===== src/rtl/seeg_pkg.sv =====
// Shared types and constants for the sEEG record path.
// Batcher FSM encoding, default batch size and sample width.
package seeg_pkg;

    localparam int unsigned SEEG_SAMPLE_W      = 32;
    localparam logic [15:0] SEEG_DEFAULT_BATCH = 16'd4;

    typedef enum logic [1:0] {
        BATCH_IDLE = 2'd0,
        BATCH_RUN  = 2'd1,
        BATCH_PAD  = 2'd2
    } batcher_state_t;

    // A batch size of zero behaves as one word per packet.
    function automatic logic [15:0] clamp_batch(input logic [15:0] b);
        return (b == 16'd0) ? 16'd1 : b;
    endfunction

endpackage


===== src/rtl/seeg_sync_fifo.sv =====
// First-word-fall-through synchronous FIFO with registered head, valid, full and level.
// The head register is preloaded with the next entry so the read port has no combinational path.
module seeg_sync_fifo #(
    parameter int unsigned WIDTH = 33,
    parameter int unsigned DEPTH = 64
) (
    input  logic                     clk,
    input  logic                     rst_n,
    input  logic                     wr_en,
    input  logic [WIDTH-1:0]         wr_data,
    input  logic                     rd_en,
    output logic [WIDTH-1:0]         rd_data,
    output logic                     rd_valid,
    output logic                     full,
    output logic [$clog2(DEPTH):0]   level
);

    localparam int unsigned AW = $clog2(DEPTH);
    localparam int unsigned PW = AW + 1;

    logic [WIDTH-1:0] mem [DEPTH];
    logic [PW-1:0]    wr_ptr, rd_ptr, wr_ptr_n, rd_ptr_n, level_n;
    logic [WIDTH-1:0] head_n;
    logic             push, pop;

    // Pointer arithmetic; the extra MSB separates full from empty.
    always_comb begin
        push     = wr_en && !full;
        pop      = rd_en && rd_valid;
        wr_ptr_n = wr_ptr + PW'(push);
        rd_ptr_n = rd_ptr + PW'(pop);
        level_n  = wr_ptr_n - rd_ptr_n;
    end

    // Next head entry; a push into an empty (or just-drained) FIFO lands directly here.
    always_comb begin
        head_n = '0;
        if (level_n != '0) begin
            if (push && (wr_ptr[AW-1:0] == rd_ptr_n[AW-1:0])) begin
                head_n = wr_data;
            end else begin
                head_n = mem[rd_ptr_n[AW-1:0]];
            end
        end
    end

    always_ff @(posedge clk) begin
        if (push) begin
            mem[wr_ptr[AW-1:0]] <= wr_data;
        end
    end

    always_ff @(posedge clk or negedge rst_n) begin
        if (!rst_n) begin
            wr_ptr   <= '0;
            rd_ptr   <= '0;
            rd_data  <= '0;
            rd_valid <= 1'b0;
            full     <= 1'b0;
            level    <= '0;
        end else begin
            wr_ptr   <= wr_ptr_n;
            rd_ptr   <= rd_ptr_n;
            rd_data  <= head_n;
            rd_valid <= (level_n != '0);
            full     <= (level_n == PW'(DEPTH));
            level    <= level_n;
        end
    end

endmodule


===== src/rtl/seeg_axis_batcher.sv =====
// Packs recorded samples into fixed-size AXI4-Stream packets, padding a partial batch on stop.
// The last flag is fixed at write time so buffered words never need rewriting.
module seeg_axis_batcher
    import seeg_pkg::*;
#(
    parameter int unsigned      DATA_W     = SEEG_SAMPLE_W,
    parameter int unsigned      FIFO_DEPTH = 64,
    parameter logic [DATA_W-1:0] PAD_WORD  = '0
) (
    input  logic                          M_AXIS_ACLK,
    input  logic                          M_AXIS_ARESETN,
    input  logic                          record_en,
    input  logic [15:0]                   batch_size,
    input  logic                          s_valid,
    input  logic [DATA_W-1:0]             s_data,
    output logic [DATA_W-1:0]             M_AXIS_tdata,
    output logic                          M_AXIS_tvalid,
    output logic                          M_AXIS_tlast,
    input  logic                          M_AXIS_tready,
    output logic [15:0]                   ovf_count,
    output logic [$clog2(FIFO_DEPTH):0]   fifo_level,
    output logic                          busy
);

    localparam int unsigned LVL_W = $clog2(FIFO_DEPTH) + 1;

    localparam logic [1:0] ST_IDLE = BATCH_IDLE;
    localparam logic [1:0] ST_RUN  = BATCH_RUN;
    localparam logic [1:0] ST_PAD  = BATCH_PAD;

    logic [1:0]       state, state_n;
    logic [15:0]      bs, bs_n, word_cnt, word_cnt_n, ovf_n;
    logic             busy_n, at_end, wr_en, pop, fifo_full;
    logic [DATA_W:0]  wr_entry, head;
    logic [LVL_W-1:0] level_n;

    assign at_end = (word_cnt == bs - 16'd1);

    // Next-state, batch counter and overflow counter.
    always_comb begin
        state_n    = state;
        bs_n       = bs;
        word_cnt_n = word_cnt;
        ovf_n      = ovf_count;
        wr_en      = 1'b0;
        wr_entry   = {at_end, s_data};
        case (state)
            ST_IDLE: begin
                if (record_en) begin
                    bs_n       = clamp_batch(batch_size);
                    word_cnt_n = '0;
                    ovf_n      = '0;
                    state_n    = ST_RUN;
                end
            end
            ST_RUN: begin
                if (!record_en) begin
                    state_n = (word_cnt == 16'd0) ? ST_IDLE : ST_PAD;
                end else if (s_valid) begin
                    if (!fifo_full) begin
                        wr_en      = 1'b1;
                        word_cnt_n = at_end ? 16'd0 : word_cnt + 16'd1;
                    end else if (ovf_count != 16'hFFFF) begin
                        ovf_n = ovf_count + 16'd1;
                    end
                end
            end
            ST_PAD: begin
                if (!fifo_full) begin
                    wr_en      = 1'b1;
                    wr_entry   = {at_end, PAD_WORD};
                    word_cnt_n = at_end ? 16'd0 : word_cnt + 16'd1;
                    if (at_end) begin
                        state_n = ST_IDLE;
                    end
                end
            end
            default: state_n = ST_IDLE;
        endcase

        // wr_en is only raised when the FIFO has room, so it equals the accepted push.
        pop     = M_AXIS_tvalid && M_AXIS_tready;
        level_n = fifo_level + LVL_W'(wr_en) - LVL_W'(pop);
        busy_n  = (state_n != ST_IDLE) || (level_n != '0);
    end

    always_ff @(posedge M_AXIS_ACLK or negedge M_AXIS_ARESETN) begin
        if (!M_AXIS_ARESETN) begin
            state     <= ST_IDLE;
            bs        <= 16'd1;
            word_cnt  <= '0;
            ovf_count <= '0;
            busy      <= 1'b0;
        end else begin
            state     <= state_n;
            bs        <= bs_n;
            word_cnt  <= word_cnt_n;
            ovf_count <= ovf_n;
            busy      <= busy_n;
        end
    end

    seeg_sync_fifo #(
        .WIDTH (DATA_W + 1),
        .DEPTH (FIFO_DEPTH)
    ) u_fifo (
        .clk      (M_AXIS_ACLK),
        .rst_n    (M_AXIS_ARESETN),
        .wr_en    (wr_en),
        .wr_data  (wr_entry),
        .rd_en    (M_AXIS_tready),
        .rd_data  (head),
        .rd_valid (M_AXIS_tvalid),
        .full     (fifo_full),
        .level    (fifo_level)
    );

    assign M_AXIS_tdata = head[DATA_W-1:0];
    assign M_AXIS_tlast = head[DATA_W];

endmodule


===== config.mk =====
export PLATFORM = sky130hd
export DESIGN_NAME = seeg_axis_batcher
export DESIGN_NICKNAME = d
export VERILOG_FILES = /design/src/rtl/seeg_pkg.sv /design/src/rtl/seeg_sync_fifo.sv /design/src/rtl/seeg_axis_batcher.sv
export SDC_FILE = /design/constraint.sdc
export NUM_CORES = 2
export LEC_CHECK = 0
export ABC_CLOCK_PERIOD_IN_PS = 8000
export CORE_ASPECT_RATIO = 0.5
export CORE_MARGIN = 2
export CORE_UTILIZATION = 60
export DETAILED_ROUTE_END_ITERATION = 10
export PLACE_DENSITY_LB_ADDON = 0.05
export REMOVE_ABC_BUFFERS = 1
export SYNTH_ARGS = -nofsm -noshare
export SYNTH_HDL_FRONTEND = slang
export SYNTH_SLANG_ARGS = --single-unit

===== constraint.sdc =====
create_clock -name M_AXIS_ACLK -period 8 [get_ports M_AXIS_ACLK]
set_input_delay 1.6 -clock M_AXIS_ACLK [delete_from_list [all_inputs] [get_ports M_AXIS_ACLK]]
set_output_delay 1.6 -clock M_AXIS_ACLK [all_outputs]
set_load 0.02 [all_outputs]

==> results.md <==
- Status: finished, final reports clean
- CP startpoint kind: primary input
- Die H: ~270 um
- Cell Chain, Critical Path: clkdlybuf4s50_1 > and2_1 > ha_4 > ha_4 > nand3_1 > xnor2_2 > inv_1 > ha_1 > nand3b_1 > o221ai_1 > a211o_1 > nand4b_1 > nor2_4 > a211oi_1
- Hold Fails Final Rpt: 0
- Number of port buffers: 110
- NumNets Final: 4166
- Routed vias/inst: about 6.9
- Setup CP Type: in2reg
- Hpwl dp: between 100 and 150 mm
- # hold bufs at CTS: 0
- Clock Path Buffers: 4
- Worst hold path type: reg2reg
- WP data arrival: ~6500 ps
- Library cells used by synthesis: between 70 and 80
- First DRT Iteration DRCs: between 6000 and 7000
- DIE WIDTH: ~540 um
- Largest net degree at the start of global routing: slightly below 90
- Setup repair after global routing missed its margin: no
- Initial DRT Pass Iterations: 6
- Critical Path Fanout Max: 33
- Core area: between 100000 and 150000 sq um
- Cell with the most instances on the worst path: ha_4
- CTS Root Cell: clkbuf_16
- Period minus WS final: between 5000 and 6000 ps
- CTS clk-pin slew, worst paths: 70 ps
- Area of the die: 147000 sq um
- # rows: between 90 and 100
- DRC viols: 0
- Number of global-route vias before repair: roughly 42000
- Power per cell area: between 300 and 400 nW/um^2
- Critical path capture point type: flop
- WL final: 220 mm
- LEAKAGE: around 30 nW
- Final setup vio count: 0
- Slowest-stage cell, CP: nor2_4
- Layout Skew: 49.6 ps
- GPL Wtd Cong: about 0.84
- CTS Buf Count: about 190
- Peak Freq: 170 MHz
- Setup slack after layout: ~2100 ps
- Ys flop type: edfxtp_1
- # resized after CTS: 0
- Netlist Area Pre-Place: slightly below 90000 sq um
- Most frequent cells in the layout: edfxtp_1, mux4_2, clkbuf_16, buf_4, clkdlybuf4s50_1
- # IOs: approximately 110
- Maximum VDD drop: about 0.34 mV
- Hold WS: 488 ps
- Seq/Total Area, Yosys: about 76%
- Fin. max-slew vios: 0
- Leading cell type in the layout, fill and taps excluded: edfxtp_1
- Asr flop ratio synth: 4.82%
- Postcts setup bufs: 0
- Via Count: roughly 43000
- Yosys reg bits: 2219
- First-pass GRT wire length: 312 mm
- Setup slack after placement: 1490 ps
- Crit share post-route: roughly 73%
- Area Growth Syn to Fin: 12.1%
- Max stage delay on crit path: 900 ps
- Clock Sinks: 2219
- Grt total ovfl: 0
- H-Tree Depth: 4
- Post-synth EDFFs: ~2100
- Total GRT Usage: a little under a third
- Crit path required time: 8630 ps
- CTS tree: done
- Initial Utilization: 60.5%
- Syn Inst Count: about 3800
- Util after Layout: between 60% and 70%
- Yosys warning total: 0
- Worst relative slew slack: 14.0%
- Clk Latency, worst-skew pair: about 820 ps
- Initial antenna violation count: 16
- Worst slew pin tran: around 1300 ps
- Fill cells: between 8000 and 9000
- Reported max-cap violation count: 0
- Layout cell share with drive strength beyond 1: between 20 and 30%
- WL/cell: between 30 and 40 um
- Post-Synthesis Mean Instance Area: approximately 23 sq um
- Final ANT Viol Nets: 0
## metal layers
metal	share of wire, %	vias up	track usage [%]
li1	-	16701	-
met1	41	23011	48.5
met2	44	2622	43.1
met3	13	314	7.93
met4	1.8	10	5.69
met5	0.023	-	0
## final timing paths
check / from / end / slack, ps / depth (start not counted)
min in group asynchronous: M_AXIS_ARESETN / bs[9]$_DFFE_PN0P_ / 750 / 1
min reg2reg: u_fifo.rd_ptr[6]$_DFF_PN0_ / u_fifo.rd_ptr[6]$_DFF_PN0_ / 490 / 1
max reg2reg: state[0]$_DFF_PN0_ / u_fifo.rd_data[24]$_DFF_PN0_ / 2760 / 14
min: u_fifo.rd_ptr[6]$_DFF_PN0_ / u_fifo.rd_ptr[6]$_DFF_PN0_ / 490 / 1
max: M_AXIS_tready / u_fifo.rd_data[24]$_DFF_PN0_ / 2120 / 14
max in group asynchronous: M_AXIS_ARESETN / u_fifo.rd_data[26]$_DFF_PN0_ / 5800 / 2
## state kept, by name, summed over array words and instances, names as in the netlist
name             cells
busy                 1
state                2
ovf_count           16
word_cnt            16
u_fifo.mem        2112
u_fifo.rd_valid      1
u_fifo.level         7
u_fifo.rd_data      33
u_fifo.full          1
u_fifo.rd_ptr        7
bs                  16
u_fifo.wr_ptr        7
## synth_stat cells (19+ instances only)
library cell | instances | area (sq um)
edfxtp_1 | 2112 | 63400
mux4_2 | 641 | 14400
nor2_1 | 123 | 462
clkbuf_1 | 114 | 428
dfrtp_1 | 106 | 2650
nand2_1 | 95 | 357
buf_2 | 56 | 280
and2_1 | 36 | 225
a22oi_1 | 35 | 263
xor2_1 | 35 | 307
a211oi_1 | 34 | 255
nand3_1 | 33 | 165
inv_1 | 32 | 120
a21oi_1 | 31 | 155
mux2_2 | 30 | 338
ha_1 | 25 | 313
nor3_1 | 25 | 125
xnor2_1 | 24 | 210
buf_1 | 20 | 75.1
mux2i_1 | 19 | 190
## cell families (layout without fill, tap and decap cells)
group,Yosys count,in the layout,share of synthesized area [%]
other,0,2,0
flip-flops,2219,2219,76.5
buffers and inverters,235,636,1.15
XOR/XNOR,64,64,0.718
adder cells (fa/ha/maj),27,27,0.408
multiplexers,690,690,17.3
AO/OA/AOI/OAI,199,199,1.67
AND/OR/NAND/NOR,402,402,2.29
## final cells by class
class	count	area [sq um]	area share, %
sequential	2219	66100	68.2
multi-input combinational	1382	20000	20.6
clock buffer	253	5210	5.37
tap	1900	2380	2.45
timing repair buffer	257	2320	2.39
clock inverter	91	776	0.801
inverter	35	136	0.141
antenna	2	5.00	0.00516
## critical path, delay by kind of cell
family                     cells  cell delay [ps]
adders and majority gates      3              960
buffers and inverters          2             1090
xor gates and xnor gates       1              520
AOI/OAI and AO/OA              3              560
and+or+nand+nor                5             1760
## metrics by stage
step,setup TNS (ps),power (W),std cells,instance area [sq um]
floorplan,-713820,0.0214,3636,85600
global route,0,0.0368,6137,96900
finish,0,0.0356,6139,96900
detailed placement,0,0.0267,5793,90900
global placement,0,0.0265,5793,90900
CTS,0,0.0356,6137,96900
## power breakdown
part           internal (W)  total [W]  switching, W  leakage, nW
Clock               0.00497    0.00910       0.00413         2.95
Combinational       0.00554     0.0129       0.00734         7.23
Sequential           0.0133     0.0137      0.000338         20.2
Note: power is estimated with default switching activity, not from simulation.
